$ cat config.mk
export PLATFORM = sky130hd
export DESIGN_NAME = uart_rx_oversample
export DESIGN_NICKNAME = d
export VERILOG_FILES = /design/src/rtl/uart_rx_oversample.sv
export SDC_FILE = /design/constraint.sdc
export NUM_CORES = 1
export LEC_CHECK = 0
export BUFFER_PORTS_ARGS = -buffer_cell sky130_fd_sc_hd__buf_4
export CAP_MARGIN = 20
export CORE_MARGIN = 1.5
export CORE_UTILIZATION = 60
export CTS_BUF_LIST = sky130_fd_sc_hd__clkbuf_2
export CTS_CLUSTER_DIAMETER = 50
export CTS_CLUSTER_SIZE = 8
export DETAILED_ROUTE_END_ITERATION = 12
export MAX_ROUTING_LAYER = met4
export PLACE_DENSITY = 0.81
export SLEW_MARGIN = 40
export SYNTH_ARGS = -nofsm -noshare
export SYNTH_HDL_FRONTEND = slang
export SYNTH_SLANG_ARGS = --single-unit
$ cat constraint.sdc
create_clock -name clk -period 4.6 [get_ports clk]
set_input_delay 0.23 -clock clk [delete_from_list [all_inputs] [get_ports clk]]
set_output_delay 0.23 -clock clk [all_outputs]
set_load 0.005 [all_outputs]
$ cat src/rtl/uart_rx_oversample.sv
// Oversampling UART receiver: synchronise rx, vote 3 mid-bit samples, emit one done/frame_err/break_det/overrun pulse per frame.
// Latency SYNC_STAGES+1+r*(OVERSAMPLE*(DATA_BITS+1)+OVERSAMPLE/2+2) clk from rx fall to done; no backpressure, fifo_full turns a good frame into overrun.
module uart_rx_oversample #(
    parameter int OVERSAMPLE  = 16,
    parameter int DATA_BITS   = 8,
    parameter int SYNC_STAGES = 2
) (
    input  logic                 clk,
    input  logic                 reset,
    input  logic [15:0]          rate,
    input  logic                 rx,
    input  logic                 clear,
    input  logic                 fifo_full,
    output logic [DATA_BITS-1:0] data_out,
    output logic                 done,
    output logic                 frame_err,
    output logic                 break_det,
    output logic                 overrun,
    output logic                 busy
);

    localparam int CNT_W = $clog2(OVERSAMPLE);
    localparam int IDX_W = $clog2(DATA_BITS + 1);

    localparam logic [CNT_W-1:0] CNT_LAST = CNT_W'(OVERSAMPLE - 1);
    localparam logic [CNT_W-1:0] SAMP_A   = CNT_W'(OVERSAMPLE / 2 - 1);
    localparam logic [CNT_W-1:0] SAMP_B   = CNT_W'(OVERSAMPLE / 2);
    localparam logic [CNT_W-1:0] SAMP_C   = CNT_W'(OVERSAMPLE / 2 + 1);
    localparam logic [CNT_W-1:0] VOTE_AT  = CNT_W'(OVERSAMPLE / 2 + 2);
    localparam logic [IDX_W-1:0] IDX_LAST = IDX_W'(DATA_BITS - 1);

    typedef enum logic [1:0] {
        IDLE,
        START,
        DATA,
        STOP
    } state_t;

    state_t                 state;
    logic [SYNC_STAGES-1:0] syncReg;
    logic                   rxPrev;
    logic [2:0]             samples;
    logic [15:0]            rateQ;
    logic [15:0]            tickCnt;
    logic [CNT_W-1:0]       sampleCnt;
    logic [IDX_W-1:0]       bitIdx;
    logic [DATA_BITS-1:0]   shiftReg;
    logic                   waitHigh;

    logic                   rxS;
    logic [15:0]            rateEff;
    logic                   startEdge;
    logic                   tick;
    logic [CNT_W-1:0]       nextCnt;
    logic                   atWrap;
    logic                   atVote;
    logic                   voteBit;

    function automatic logic majority3(input logic [2:0] s);
        return (s[0] & s[1]) | (s[0] & s[2]) | (s[1] & s[2]);
    endfunction

    always_comb begin
        rxS       = syncReg[SYNC_STAGES-1];
        rateEff   = (rate == 16'd0) ? 16'd1 : rate;
        startEdge = (state == IDLE) && !waitHigh && rxPrev && !rxS;
        tick      = (state != IDLE) && (tickCnt == rateQ - 16'd1);
        nextCnt   = (sampleCnt == CNT_LAST) ? '0 : sampleCnt + CNT_W'(1);
        atWrap    = tick && (sampleCnt == CNT_LAST);
        atVote    = tick && (nextCnt == VOTE_AT);
        voteBit   = majority3(samples);
    end

    assign busy = (state != IDLE);

    always_ff @(posedge clk) begin
        if (reset || clear) begin
            state     <= IDLE;
            syncReg   <= '1;
            rxPrev    <= 1'b1;
            samples   <= 3'b111;
            tickCnt   <= '0;
            sampleCnt <= '0;
            bitIdx    <= '0;
            shiftReg  <= '0;
            waitHigh  <= 1'b0;
            data_out  <= '0;
            done      <= 1'b0;
            frame_err <= 1'b0;
            break_det <= 1'b0;
            overrun   <= 1'b0;
            // clear aborts a frame but keeps the last latched rate
            if (reset) begin
                rateQ <= 16'd1;
            end
        end else begin
            syncReg   <= {syncReg[SYNC_STAGES-2:0], rx};
            rxPrev    <= rxS;
            done      <= 1'b0;
            frame_err <= 1'b0;
            break_det <= 1'b0;
            overrun   <= 1'b0;

            if (state == IDLE || startEdge || tick) begin
                tickCnt <= '0;
            end else begin
                tickCnt <= tickCnt + 16'd1;
            end

            if (state != IDLE && tick) begin
                sampleCnt <= nextCnt;
                if (nextCnt == SAMP_A) samples[0] <= rxS;
                if (nextCnt == SAMP_B) samples[1] <= rxS;
                if (nextCnt == SAMP_C) samples[2] <= rxS;
            end

            case (state)
                IDLE: begin
                    if (rxS) begin
                        waitHigh <= 1'b0;
                    end
                    if (startEdge) begin
                        state     <= START;
                        sampleCnt <= '0;
                        bitIdx    <= '0;
                        rateQ     <= rateEff;
                    end
                end
                START: begin
                    if (atVote && voteBit) begin
                        state <= IDLE;
                    end else if (atWrap) begin
                        state  <= DATA;
                        bitIdx <= '0;
                    end
                end
                DATA: begin
                    // shifting in at the MSB leaves the first bit in the LSB after DATA_BITS votes
                    if (atVote) begin
                        shiftReg <= {voteBit, shiftReg[DATA_BITS-1:1]};
                    end
                    if (atWrap) begin
                        if (bitIdx == IDX_LAST) begin
                            state <= STOP;
                        end else begin
                            bitIdx <= bitIdx + IDX_W'(1);
                        end
                    end
                end
                STOP: begin
                    // leave at mid-stop so a back-to-back start bit is not missed
                    if (atVote) begin
                        state <= IDLE;
                        if (voteBit) begin
                            if (fifo_full) begin
                                overrun <= 1'b1;
                            end else begin
                                data_out <= shiftReg;
                                done     <= 1'b1;
                            end
                        end else begin
                            waitHigh <= 1'b1;
                            if (shiftReg == '0) begin
                                break_det <= 1'b1;
                            end else begin
                                frame_err <= 1'b1;
                            end
                        end
                    end
                end
                default: state <= IDLE;
            endcase
        end
    end

endmodule
Word level (Yosys, flattened, before mapping)
Cells that the tools add are included.
Widths: inputs -> output; s select.
- register bits: 69
- latch bits: 0
- memory bits (writable): 0
- ROM bits: 0
- output and inout bits: 13
- word-level logic and storage cells: 114
- memories kept: 0
- add/sub/neg operators: 4
- multiply operators: 0
- divide/modulo/power cells: 0
- magnitude comparators: 0
- eq/ne operators: 21
- shift-type cells: 0
- multiplexer cells: 30
- bitwise gates (word level): 9
- reduce and logical (&&, ||, !) cells: 33
- operator list (kind ; number):
    $mux 16 ; 5
    $mux 4 ; 9
    $ne 2x2->1 const B ; 10
    $add 16x1->16 const B ; 1
    $eq 16x16->1 ; 1
    $eq 4x4->1 const B ; 4
    $logic_not 16->1 ; 1
    $sub 16x1->16 const B ; 1
    $mux 2 ; 6
    $pmux 4 s3 ; 1
    $add 4x1->4 const B ; 2
    $eq 4x3->1 const B ; 2
    $logic_and 1x1->1 ; 8
    $logic_not 8->1 ; 1
    $pmux 2 s4 ; 1
    $reduce_and 2->1 ; 4
    $reduce_and 4->1 ; 2
    $reduce_bool 2->1 ; 4
    $reduce_or 4->1 ; 2
    $mux 1 ; 7
    $reduce_and 6->1 ; 1
    $reduce_and 5->1 ; 1
    $eq 2x2->1 const B ; 2
    $not 1->1 ; 4
    11 further kinds ; 17

Depth between registers and ports, before layout
- word-level depth: 7
- mapped depth: 12
- gate-level depth less buffers: 9

Worst setup path after synthesis
OpenSTA, ideal clock, no wires.
- path kind: register to register
- from: reg rateQ[0]
- to: reg data_out[0]
- data arrival time: 3.411 ns
- data required time: 4.528 ns
- setup slack: 1.117 ns
- stages on the path, launching flop included: 12
- path buffers: 2
- clock period less this slack: 3.483 ns
- cell sequence: edfxtp_1 inv_1 ha_1 or4b_1 clkbuf_1 or4_1 nand3_1 o311ai_2 or4_1 buf_2 nor4_4 mux2i_1
- cells in the longest elaborated chain, start to end: 5
- RTL lines (what ; line ; text):
    start: declaration ; 43 ; logic [15:0] rateQ;
    start signal: assignment ; 126 ; rateQ <= rateEff;
    $sub 16x1->16 ; 67 ; tick = (state != IDLE) && (tickCnt == rateQ - 16'd1);
    $eq 16x16->1 ; 67 ;
    $logic_and 1x1->1 ; 67 ;
    $logic_and 1x1->1 ; 70 ; atVote = tick && (nextCnt == VOTE_AT);
    $reduce_and 4->1 (no line) ; -- ;
    end signal: assignment ; 158 ; data_out <= shiftReg;
    end: declaration ; 14 ; output logic [DATA_BITS-1:0] data_out,
Every way passes these cells.
A chain may end at the register's enable or synchronous reset.

Final worst setup path
- from: reg rateQ[0]
- to: reg data_out[7]
Same word-level chain as after synthesis.

==> run metrics <==
status complete, no violations; crit path from rateQ[0]; largest net degree at the start of global routing 26; vias between 2000 and 3000; Mean Syn Cell Area approximately 9.2 µm²; Die Y 79.8 µm; die area between 6000 and 7000 µm²; number of distinct library cells after synthesis 55; Post-synth EDFFs 16; remaining antenna violation count after routing 0; Peak VDD IR 0.267 mV; iteration count of the initial detailed-routing pass 4; FF-to-FF path depth 9; first-pass GRT wire length between 10000 and 15000 µm; max incr delay on CP 0.76 ns; initial antenna violation count 0; Inst Count DP 479; DR vias/cell 5.82; CTS tree yes; # resized after CTS 0; grt ovf 0; RSZ-0062 raised after global routing no; syn_nets 414; CTS H-tree lvls 3; maxcap violations 0; most frequent cells in the layout dfxtp_1 (53), nor2_1 (39), nand2_1 (38); Final Hold Viols 0; maximum root-to-sink buffer count 2; slew at the pin with the worst max-slew slack 0.789 ns; final worst path period need 3.95 ns; yosys synthesis warning count 0; vias in the first global route about 2800; ys async rst share 0; leading cell type in the layout, fill and taps excluded dfxtp_1; Clock Tree Root clkbuf_2; Core Rows 27; post-synthesis sequential area ratio 0.435; die extent in x 79.8 µm; R2R Setup Slk 0.65 ns; GPL Wtd Cong 0.917; DR DRC count 0; CP cell instances inv_1 > ha_1 > or4b_1 > or4_1 > nand3_1 > o311ai_2 > or4_1 > nor4_4 > mux2i_1; drt wl/cell 15.7 µm; critical path data required time around 5.1 ns; Worst Hold Slack a little over 0.005 ns; clock skew 0.0267 ns; cell count after synthesis a little under 400; num ports 34; maximum fanout along the worst path 8; area grow syn2layout 16.9%; max_slew headroom 0.467; Tcrit/Tclk final 0.859; CTS buffer count 9; Max Transition Viols Final 0; count of final setup violators 0; worst setup path class reg2reg; Core ar. 5610 µm²; Starting Density 0.631; Pwr Total 0.00119 W; I/O Buffers 33; Worst setup SP type register; slowest library cell on the worst path nor4_4; Synth Flop Type dfxtp_1; CP endpoint kind register; Pwr Density 287 nW/µm²; Worst R2R Start rateQ[0]; Critical R2R Capture data_out[7]; Post-Syn Area 3540 µm²; Clk Latency, worst-skew pair 0.52 ns; synthesis-stage register bit count between 60 and 70; # nets final about 460; layout cells sized above 1 0.145; hold crit path type in2reg; initial drt markers 279; Final Non-Filler Cells ~500; WL final about 7900 µm; Tot GR Track Use 0.275; Worst-path clk slew 0.21 ns; DPL Wire Length 5520 µm; setup TNS 0 ns; worst setup path endpoint data_out[7]; Most common cell on crit path or4_1; Fmax 253 MHz; WP data arrival 4.41 ns; Leakage 1.58 nW; ant diodes 0; Sink Count 69
[logic make-up (layout without fill, tap and decap cells)]
logic type,Yosys count,after routing,share of synthesized area
AO/OA/AOI/OAI,42,42,0.0908
adder cells (fa/ha/maj),8,8,0.0283
buffers and inverters,27,77,0.0297
multiplexers,21,21,0.0601
AND/OR/NAND/NOR,186,186,0.277
flip-flops,69,69,0.435
XOR/XNOR,32,32,0.0792
[flip-flops by register name, summed over array words and instances (netlist names), named ones only]
signal / cells
rateQ: 16
tickCnt: 16
data_out: 8
shiftReg: 8
bitIdx: 4
sampleCnt: 4
samples: 3
syncReg: 2
break_det: 1
done: 1
frame_err: 1
overrun: 1
rxPrev: 1
state: 1
waitHigh: 1
[stage by stage]
step                 util  setup WS [ns]  instance area, µm²
floorplan               -           1.12                3540
detailed placement  0.686          0.748                3840
CTS                 0.737          0.703                4130
global placement    0.686          0.874                3840
finish              0.738          0.650                4140
global route        0.738          0.499                4140
[power breakdown]
part | internal (W) | total (W) | switching, W
Sequential | 0.000630 | 0.000641 | 0.0000108
Combinational | 0.0000379 | 0.0000766 | 0.0000388
Clock | 0.000237 | 0.000470 | 0.000233
Total | 0.000906 | 0.00119 | 0.000282
[cell type report]
type                            instances  area, µm²
Multi-Input combinational cell        289       1900
Sequential cell                        69       1540
Fill cell                             422       1470
Timing Repair Buffer                   48        390
Clock inverter                          7        121
Tap cell                               72       90.1
Inverter                               13       48.8
Clock buffer                            9       45.0
[cells in the mapped netlist, types with 3 or more instances]
cell,count,area [µm²]
and2_1,15,93.8
nor4b_1,3,26.3
xor2_1,14,123
nand2_1,38,143
a21o_1,3,22.5
xnor2_1,18,158
or3_1,5,31.3
buf_2,3,15.0
nor2b_1,7,43.8
clkbuf_1,11,41.3
o21ai_0,10,50.1
mux2i_1,19,190
nand4_1,4,25.0
edfxtp_1,16,480
nor4_1,15,93.8
nor3_1,8,40.0
nand3_1,26,130
dfxtp_1,53,1060
and3_1,8,50.1
nor2_1,39,146
ha_1,8,100
a21oi_1,5,25.0
or4_1,4,30.0
inv_1,13,48.8
[repair_timing]
item	4_1_cts	5_1_grt
hold endpoints to repair	11	0
setup buffers	0	0
hold buffers	12	0
[critical path, delay by kind of cell, from the launching register on]
family | cells | cell delay [ns]
compound gates | 1 | 0.16
flops | 1 | 0.48
fa+ha+maj | 1 | 0.19
mux | 1 | 0.29
buf+inv | 1 | 0.10
simple gates | 5 | 2.68
[metal layers]
layer / track usage / wire (µm) / vias up
met2: 0.432 / 3780 / 70
met1: 0.357 / 3720 / 1410
li1: - / - / 1461
met5: - / 0 / -
met3: 0.0446 / 349 / 12
met4: 0.103 / 102 / 0
[worst min path at each step]
| stage | endpoint | startpoint | depth (start not counted) |
|---|---|---|---|
| finish | rateQ[9] | rate[9] | 2 |
| global route | rateQ[9] | rate[9] | 2 |
| CTS | rateQ[3] | rate[3] | 2 |
| detailed placement | syncReg[1] | syncReg[0] | 1 |
| global placement | syncReg[1] | syncReg[0] | 1 |
| floorplan | done | fifo_full | 1 |
No activity file was read; power rests on OpenSTA's default activity.
